[src/rtl/prescaler_pkg.sv]
// Shared constants and helpers for the prescaler bank.
//   CNT_W_DEF       default divide-value / counter width
//   DEFAULT_DIV_DEF divide value loaded into every channel at reset
//   ch_width()      width of the channel-select field for a given channel count
package prescaler_pkg;

  localparam int CNT_W_DEF       = 8;
  localparam int DEFAULT_DIV_DEF = 4;

  // At least one bit even for a single channel so the select port always exists.
  function automatic int ch_width(input int n_ch);
    return (n_ch > 1) ? $clog2(n_ch) : 1;
  endfunction

endpackage

[src/rtl/prescaler_channel.sv]
// One prescaler channel: counter, active/shadow divide value, pending flag,
// registered clock output and period tick.
// Ports:
//   clk, rst_n  system clock, asynchronous active-low reset
//   en          channel enable
//   load        write strobe for this channel's shadow divide value
//   load_val    new divide value
//   clk_out     prescaled clock, high for floor(D/2) cycles of each period
//   tick        one-cycle strobe in the first cycle of each period
//   pending     a shadow value is waiting to become active
module prescaler_channel
  import prescaler_pkg::*;
#(
  parameter int CNT_W       = CNT_W_DEF,
  parameter int DEFAULT_DIV = DEFAULT_DIV_DEF
) (
  input  logic             clk,
  input  logic             rst_n,
  input  logic             en,
  input  logic             load,
  input  logic [CNT_W-1:0] load_val,
  output logic             clk_out,
  output logic             tick,
  output logic             pending
);

  logic [CNT_W-1:0] cnt, active, shadow;
  // run: the first enabled edge has been seen (that edge only arms the counter).
  // primed: the first period boundary has passed, so clk_out may go high.
  logic             run, primed;

  logic [CNT_W-1:0] cnt_n, active_n, shadow_n, cnt_inc, half_next, half_cur;
  logic             run_n, primed_n, clk_n, tick_n, pending_n;
  logic             wrap, apply;

  // Next-state logic: counting, period boundary, shadow-to-active transfer.
  always_comb begin
    cnt_n     = cnt;
    active_n  = active;
    shadow_n  = shadow;
    run_n     = run;
    primed_n  = primed;
    clk_n     = 1'b0;
    tick_n    = 1'b0;
    pending_n = pending;
    cnt_inc   = cnt + CNT_W'(1);
    wrap      = run && en && (active != '0) && (cnt == (active - CNT_W'(1)));
    // pending is registered, so a write seen on a boundary edge waits for the next boundary.
    apply     = pending && (!en || (active <= CNT_W'(1)) || wrap);
    half_cur  = active >> 1;
    // A value applied at a boundary already shapes the period starting there.
    half_next = apply ? (shadow >> 1) : half_cur;

    if (!en || (active == '0)) begin
      cnt_n    = '0;
      run_n    = 1'b0;
      primed_n = 1'b0;
    end else if (!run) begin
      run_n = 1'b1;
      cnt_n = '0;
    end else if (wrap) begin
      cnt_n    = '0;
      tick_n   = 1'b1;
      primed_n = 1'b1;
      clk_n    = (half_next != '0);
    end else begin
      cnt_n = cnt_inc;
      clk_n = primed && (cnt_inc < half_cur);
    end

    if (apply) begin
      active_n  = shadow;
      pending_n = 1'b0;
    end else begin
      active_n  = active;
    end

    if (load) begin
      shadow_n  = load_val;
      pending_n = 1'b1;
    end else begin
      shadow_n  = shadow;
    end
  end

  // State and output registers.
  always_ff @(posedge clk or negedge rst_n) begin
    if (!rst_n) begin
      cnt     <= '0;
      active  <= CNT_W'(DEFAULT_DIV);
      shadow  <= CNT_W'(DEFAULT_DIV);
      run     <= 1'b0;
      primed  <= 1'b0;
      clk_out <= 1'b0;
      tick    <= 1'b0;
      pending <= 1'b0;
    end else begin
      cnt     <= cnt_n;
      active  <= active_n;
      shadow  <= shadow_n;
      run     <= run_n;
      primed  <= primed_n;
      clk_out <= clk_n;
      tick    <= tick_n;
      pending <= pending_n;
    end
  end

endmodule

[src/rtl/prescaler_bank.sv]
// Multi-channel runtime-programmable clock prescaler.
// Ports:
//   clk, rst_n  system clock, asynchronous active-low reset
//   ch_en       per-channel enable
//   div_wr      divide-value write strobe
//   div_ch      target channel of the write (values >= N_CH are ignored)
//   div_val     new divide value
//   clk_out     per-channel prescaled clock (registered)
//   tick        per-channel period-start strobe (registered)
//   pending     per-channel written-but-not-applied flag
module prescaler_bank
  import prescaler_pkg::*;
#(
  parameter int  N_CH        = 4,
  parameter int  CNT_W       = CNT_W_DEF,
  parameter int  DEFAULT_DIV = DEFAULT_DIV_DEF,
  localparam int CH_W        = ch_width(N_CH)
) (
  input  logic             clk,
  input  logic             rst_n,
  input  logic [N_CH-1:0]  ch_en,
  input  logic             div_wr,
  input  logic [CH_W-1:0]  div_ch,
  input  logic [CNT_W-1:0] div_val,
  output logic [N_CH-1:0]  clk_out,
  output logic [N_CH-1:0]  tick,
  output logic [N_CH-1:0]  pending
);

  logic [N_CH-1:0] load;

  // Write-port decode; out-of-range channel numbers select nothing.
  always_comb begin
    load = '0;
    for (int i = 0; i < N_CH; i++) begin
      if (div_wr && (div_ch == CH_W'(i))) begin
        load[i] = 1'b1;
      end else begin
        load[i] = 1'b0;
      end
    end
  end

  for (genvar g = 0; g < N_CH; g++) begin : g_ch
    prescaler_channel #(
      .CNT_W       (CNT_W),
      .DEFAULT_DIV (DEFAULT_DIV)
    ) u_ch (
      .clk      (clk),
      .rst_n    (rst_n),
      .en       (ch_en[g]),
      .load     (load[g]),
      .load_val (div_val),
      .clk_out  (clk_out[g]),
      .tick     (tick[g]),
      .pending  (pending[g])
    );
  end

endmodule

[config.mk]
export PLATFORM = sky130hd
export DESIGN_NAME = prescaler_bank
export DESIGN_NICKNAME = d
export VERILOG_FILES = /design/src/rtl/prescaler_pkg.sv /design/src/rtl/prescaler_channel.sv /design/src/rtl/prescaler_bank.sv
export SDC_FILE = /design/constraint.sdc
export NUM_CORES = 1
export LEC_CHECK = 0
export BUFFER_PORTS_ARGS = -buffer_cell sky130_fd_sc_hd__clkbuf_2
export CORE_ASPECT_RATIO = 1.4
export CORE_MARGIN = 1.5
export CORE_UTILIZATION = 45
export DETAILED_ROUTE_END_ITERATION = 16
export GPL_TIMING_DRIVEN = 0
export PLACE_DENSITY = 0.59
export SYNTH_ARGS = -nofsm -noshare
export SYNTH_HDL_FRONTEND = slang
export SYNTH_SLANG_ARGS = --single-unit
export TNS_END_PERCENT = 30
[constraint.sdc]
create_clock -name clk -period 3.7 [get_ports clk]
set_input_delay 0.37 -clock clk [delete_from_list [all_inputs] [get_ports clk]]
set_output_delay 0.37 -clock clk [all_outputs]
set_load 0.1 [all_outputs]
==> impl_results.md, run 1 <==
* Status: finished clean
* Max-slew headroom at 15.9%
* Post-Synthesis Cells at 609
* Hold Path Class: primary input to flip-flop
* Number of buffers created by CTS at 17
* MaxCap Viol Count at 0
* Final worst path period share at 75.7%
* Mux contribution to synthesized area at 10.5%
* WHS at 0.208 ns
* Root buf cell: clkbuf_16
* Post-synthesis simple-gate area fraction at 15.3%
* Post-Place Worst Slack at 0.956 ns
* Family with the most delay on the worst path: simple AND/OR/NAND/NOR gates
* # rows at 52
* Unique cell type count in the Yosys netlist at 65
* Slowest stage delay, CP at 0.46 ns
* Setup ws final at 0.899 ns
* Starting Density at 45.8%
* Clk buf depth at 2
* CP Class: flip-flop to flip-flop
* Non-Filler Instances at 860
* Antenna-violating nets left at 0
* Die width at 106 um
* First-pass GRT wire length at 23100 um
* Post-Syn Area at 6620 um^2
* Area delta synth->final at 16.4%
* Xor and xnor area share after synthesis at 8.20%
* Seq/Total Area, Yosys at 44.0%
* Antenna violations before repair at 0
* Mean Syn Cell Area at 10.9 um^2
* Slowest cell on crit path: dfrtp_1
* Worst slew pin tran at 1.26 ns
* Mapped Nets at 666
* GP Congestion at 0.861
* Ys async rst share at 100%
* CTS Sinks at 116
* Largest net degree at the start of global routing at 74
* Compound-Gate Fraction of Synth Area at 9.72%
* Yosys reg bits at 116
* CTS tree: built
* Via/cell ratio at 5.29
* Unrepaired setup endpoints after global routing: no
* Final setup violation count at 0
* Routed length per placed instance at 15.8 um
* First drt pass iteration count at 4
* Clk_skew at 0.00891 ns
* Total power at 5.52 mW
* Full die area at 15500 um^2
* Number of synthesized flops with an enable pin at 0
* Pleak at 3.60 nW
* PortBufs at 28
* Placed insts at 827
* Antenna diode count at 0
* Layout cells sized above 1 at 23.0%
* WL final at 13600 um
* Latest clock arrival within the worst-skew pair at 0.41 ns
* Fmax at 357 MHz
* Tot GR Track Use at 18.9%
* Ports at 29
* Main synth FF type: dfrtp_1
* Reg clk slew, reported paths at 0.06 ns
* Max IR drop VDD at 0.000283 V
* Count of final max-slew check failures at 0
* PwrDens at 717 nW/um^2
* Vias in the first global route at 4769
* Drt initial violations at 151
* Core Area at 14400 um^2
* Setup TNS at 0 ns
* CTS H-Tree Depth at 4
* Worst path bufs/invs at 1
* Post-Synth Adder-Cell Area at 7.56%
* CP startpoint kind: flip-flop
* Tmin final at 2.80 ns
* Post-DP HPWL at 9980 um
* Final Hold Vio Count at 0
* Largest family of logic cells by synthesized area: simple AND/OR/NAND/NOR gates
* DRC at 0
* CP Data Arrival Time at 3.09 ns
* Nets at 715
* WP data required at 3.99 ns
* Critical Path Sink Type: flip-flop
* Die extent in y at 147 um
* Overflow left after global routing at 0
* Vias post-DR at 4547
* Critical path fanouts, max at 8
* Ys Warns at 0
* Critical-path cell list: inv_1 -> ha_1 -> and2_1 -> nor4b_1 -> a31oi_1 -> nor3_1 -> nand3_2 -> a21boi_4 -> mux2_1
[what timing repair did]
action                                 in CTS  in global routing
setup buffers                               0                  0
resized for setup                           0                  0
hold buffers                                1                  0
endpoints found under the hold margin      39                  0
[logic make-up after synthesis]
group / Yosys count
multiplexers: 57
AND/OR/NAND/NOR: 185
flip-flops: 116
AO/OA/AOI/OAI: 86
XOR/XNOR: 62
adder cells (fa/ha/maj): 40
buffers and inverters: 63
[layout make-up]
type	instances	area (um^2)
fillers	1309	6740
multi-input cells	430	3390
flip-flops and latches	116	2910
clock buffers	18	429
well taps	189	236
clock inverters	14	234
repair buffers	30	186
plain buffers	22	158
inverters	41	154
[final timing paths]
check	end	slack, ns	cells after the start	startpoint
setup reg to reg	g_ch[1].u_ch.active[7]$_DFFE_PN0N_	0.90	9	g_ch[1].u_ch.active[1]$_DFFE_PN0N_
setup / recovery	g_ch[1].u_ch.active[7]$_DFFE_PN0N_	0.90	9	g_ch[1].u_ch.active[1]$_DFFE_PN0N_
min in group asynchronous	g_ch[3].u_ch.cnt[5]$_DFF_PN0_	0.45	2	rst_n
max in group asynchronous	g_ch[0].u_ch.shadow[2]$_DFFE_PN1P_	2.53	3	rst_n
hold reg to reg	g_ch[0].u_ch.primed$_DFFE_PN0P_	0.48	1	g_ch[0].u_ch.primed$_DFFE_PN0P_
hold / removal	g_ch[0].u_ch.run$_DFF_PN0_	0.21	2	ch_en[0]
[per-layer routing]
| layer | vias up | share of wire, % | track usage (%) |
|---|---|---|---|
| li1 | 2224 | - | - |
| met1 | 2241 | 43 | 21.7 |
| met2 | 57 | 53 | 33.5 |
| met3 | 25 | 2.4 | 4.73 |
| met4 | 0 | 2.5 | 7.36 |
| met5 | - | 0 | 0 |
[synthesized netlist by cell type (3+ instances only)]
cell      count  area share (%)
nand2b_1      5            0.47
nor2_1       37             2.1
dfstp_2       8             3.2
mux2_1       10             1.7
dfrtp_1     108              41
nand3b_1      6            0.68
o31ai_1       5            0.57
a31o_2        3            0.40
buf_4        13             1.5
and3_1       13             1.2
o21ai_1       9            0.68
inv_1        41             2.3
nand4_1       3            0.28
ha_1         40             7.6
xnor2_1      37             4.9
buf_2         3            0.23
xor2_1       25             3.3
mux2_4       15             3.4
buf_6         3            0.51
mux2_2       32             5.4
a21o_1        7            0.79
nand3_1      25             1.9
nor4_1        8            0.76
a21boi_0      4            0.45
nand2_1      36             2.0
nor2b_1      16             1.5
nor3_1       13            0.98
o21ai_0      13            0.98
a21oi_1       9            0.68
clkbuf_1      3            0.17
a211o_1       5            0.66
o21bai_1      3            0.34
and2_1        5            0.47
o21a_1        7            0.79
[report_power, final]
part | switching, mW | leakage (nW) | internal, mW
sequential | 0.366 | 1.46 | 1.56
clock | 0.599 | 0.312 | 1.26
combinational | 0.910 | 1.82 | 0.829
total | 1.87 | 3.60 | 3.65
[flip-flops by register name, indices dropped and copies added, names as in the netlist]
signal             flops
g_ch.u_ch.active      32
g_ch.u_ch.cnt         32
g_ch.u_ch.shadow      32
g_ch.u_ch.clk_out      4
g_ch.u_ch.pending      4
g_ch.u_ch.primed       4
g_ch.u_ch.run          4
g_ch.u_ch.tick         4
[cells in the final DEF (no fill, tap or decap), types with 4 or more instances in the layout]
cell        Yosys  routed
and2_1          5       5
nand3_1        25      25
clkbuf_2        0      27
o21a_1          7       7
nor2b_1        16      16
xnor2_1        37      37
dfstp_2         8       8
o31ai_1         5       5
bufinv_16       0       6
nor2_1         37      37
nand2_1        36      36
a211o_1         5       5
clkbuf_1        3       4
buf_4          13      13
mux2_4         15      15
nand3b_1        6       6
ha_1           40      40
clkbuf_16       0      17
a21oi_1         9       9
and3_1         13      13
xor2_1         25      25
a21o_1          7       7
o21ai_1         9       9
mux2_2         32      32
nor3_1         13      13
dfrtp_1       108     108
a21boi_0        4       4
nor4_1          8       8
nand2b_1        5       5
inv_1          41      41
mux2_1         10      10
o21ai_0        13      13
clkinvlp_4      0       4
[stage by stage]
step	area, um^2	util, %
2_1_floorplan	6620	-
3_3_place_gp	7000	48.4
3_5_place_dp	7030	48.7
4_1_cts	7700	53.3
5_1_grt	7700	53.3
6_report	7700	53.3
[worst register-to-register path, delay by kind of cell (launching register included)]
family,cells,cell delay [ns]
AND/OR/NAND/NOR,4,1.05
buffers and inverters,1,0.14
flip-flops,1,0.46
AO/OA/AOI/OAI,2,0.42
adder cells (fa/ha/maj),1,0.26
multiplexers,1,0.36
Note: power is estimated with default switching activity, not from simulation.
==> run 2, diff against run 1 <==
==> constraint.sdc (replaced) <==
create_clock -name clk -period 2.65 [get_ports clk]
set_input_delay 0.265 -clock clk [delete_from_list [all_inputs] [get_ports clk]]
set_output_delay 0.265 -clock clk [all_outputs]
set_load 0.1 [all_outputs]
==> run 2 against run 1 <==
Effect of this change:
- via count up 1.4%
- critical path depth increased by 2
- hold slack worse by 0.10 ns
- die area is the same
- sequential power up 40%
- sequential share of layout area fell by 0.56 points
- cell count rose by 0.58%
- power up 42%
- largest cell class unchanged
==> impl_results.md, run 2 (synthesis results as in run 1) <==
* Status: finished clean
* Hold Path Class: primary input to flip-flop
* Max IR drop VDD at 0.000395 V
* Final worst path period share at 95.7%
* Most frequent cells in the layout: dfrtp_1, inv_1, nor2_1, xnor2_1, ha_1
* Setup TNS at 0 ns
* Flop2flop setup slack at 0.11 ns
* MaxCap Viol Count at 0
* Area delta synth->final at 18.4%
* PwrDens at 999 nW/um^2
* # rows at 52
* Die extent in y at 147 um
* Number of fill cells at 1303
* CP Data Arrival Time at 2.83 ns
* CTS tree: built
* Vias post-DR at 4609
* Starting Density at 45.8%
* Count of final max-slew check failures at 0
* Vias in the first global route at 4794
* First drt pass iteration count at 4
* Reg clk slew, reported paths at 0.06 ns
* Commonest non-fill, non-tap cell in the layout: dfrtp_1
* WHS at 0.104 ns
* CTS Sinks at 116
* Latest clock arrival within the worst-skew pair at 0.41 ns
* Placed insts at 827
* Worst R2R Start: g_ch[2].u_ch.active[1]$_DFFE_PN0N_
* Clk buf depth at 2
* PortBufs at 28
* Critical Path Sink Type: flip-flop
* Final setup violation count at 0
* Via/cell ratio at 5.33
* Antenna diode count at 0
* Unrepaired setup endpoints after global routing: yes
* Non-Filler Instances at 865
* Overflow left after global routing at 0
* Hold Path Depth at 2
* Critical R2R Capture: g_ch[2].u_ch.active[1]$_DFFE_PN0N_
* Core Area at 14400 um^2
* Full die area at 15500 um^2
* Top Registers: g_ch.u_ch.active: 32 flops, g_ch.u_ch.cnt: 32 flops, g_ch.u_ch.shadow: 32 flops
* Number of buffers created by CTS at 17
* WL final at 13700 um
* Max-slew headroom at 15.6%
* Routed length per placed instance at 15.9 um
* Largest net degree at the start of global routing at 74
* Post-DP HPWL at 9980 um
* Total power at 7.83 mW
* Pleak at 3.62 nW
* Antenna-violating nets left at 0
* R2R depth at 11
* Critical path fanouts, max at 9
* Fmax at 394 MHz
* CP startpoint kind: flip-flop
* First-pass GRT wire length at 23200 um
* Die width at 106 um
* Tmin final at 2.54 ns
* WHS Endpoint: g_ch[0].u_ch.run$_DFF_PN0_
* Final Hold Vio Count at 0
* Clk_skew at 0.00870 ns
* Antenna violations before repair at 0
* Nets at 720
* CTS H-Tree Depth at 4
* GP Congestion at 0.861
* Ports at 29
* DRC at 0
* Root buf cell: clkbuf_16
* WP data required at 2.94 ns
* Worst slew pin tran at 1.26 ns
* CP Class: flip-flop to flip-flop
* Setup ws final at 0.114 ns
* Drt initial violations at 164
* Post-Place Worst Slack at -0.0935 ns
* Hold path startpoint: ch_en[0]
* Tot GR Track Use at 19.0%
* Layout cells sized above 1 at 25.6%
run 2: layer usage:
layer / GRT usage, % / up-vias / routed length (um)
met5: 0 / - / 0
met4: 7.50 / 0 / 355
met3: 4.78 / 25 / 351
met2: 33.7 / 57 / 7260
met1: 21.7 / 2289 / 5750
li1: - / 2238 / -
run 2: timing repair:
item / in CTS / in global routing
endpoints found under the hold margin: 39 / 0
setup endpoints to repair: 16 / 20
setup buffers: 2 / 3
gates cloned: 0 / 0
pin swaps: 2 / 4
resized for setup: 2 / 15
hold buffers: 1 / 0
run 2: worst max-delay path, stage by stage, from the launching register on:
cell	delay (ns)
dfrtp_1	0.32
buf_2	0.20
inv_1	0.13
ha_4	0.21
and2_1	0.17
a211o_1	0.31
a31o_2	0.26
o211ai_4	0.12
nor2_4	0.08
o21ai_4	0.17
buf_12	0.15
mux2_4	0.30
run 2: stage by stage:
stage	cell area, um^2	utilization (%)
finish	7840	54.2
global route	7840	54.2
CTS	7740	53.6
detailed placement	7030	48.7
global placement	7000	48.4
floorplan	6620	-
run 2: how the worst max path moves through the flow:
stage                                       start                            endpoint  slack [ns]
5_1_grt        g_ch[2].u_ch.active[1]$_DFFE_PN0N_  g_ch[2].u_ch.active[3]$_DFFE_PN0N_       -0.02
3_5_place_dp   g_ch[1].u_ch.active[1]$_DFFE_PN0N_  g_ch[1].u_ch.active[7]$_DFFE_PN0N_       -0.09
4_1_cts        g_ch[1].u_ch.active[1]$_DFFE_PN0N_  g_ch[1].u_ch.active[4]$_DFFE_PN0N_        0.01
3_3_place_gp                                rst_n       g_ch[0].u_ch.cnt[7]$_DFF_PN0_       -0.37
2_1_floorplan  g_ch[2].u_ch.active[0]$_DFFE_PN0N_  g_ch[2].u_ch.active[0]$_DFFE_PN0N_        0.22
6_report       g_ch[2].u_ch.active[1]$_DFFE_PN0N_  g_ch[2].u_ch.active[1]$_DFFE_PN0N_        0.11
run 2: area by class of cell:
type                    instances  area (um^2)  share of cell area [%]
inverters                      41          154                    1.96
plain buffers                  22          158                    2.01
clock buffers                  18          429                    5.48
well taps                     189          236                    3.02
clock inverters                14          234                    2.99
repair buffers                 35          249                    3.18
multi-input cells             430         3460                    44.1
flip-flops and latches        116         2920                    37.2
run 2: where the power goes:
| part | total, mW | internal [mW] | switching [mW] |
|---|---|---|---|
| Clock | 2.59 | 1.76 | 0.837 |
| Combinational | 2.53 | 1.20 | 1.33 |
| Sequential | 2.70 | 2.19 | 0.516 |
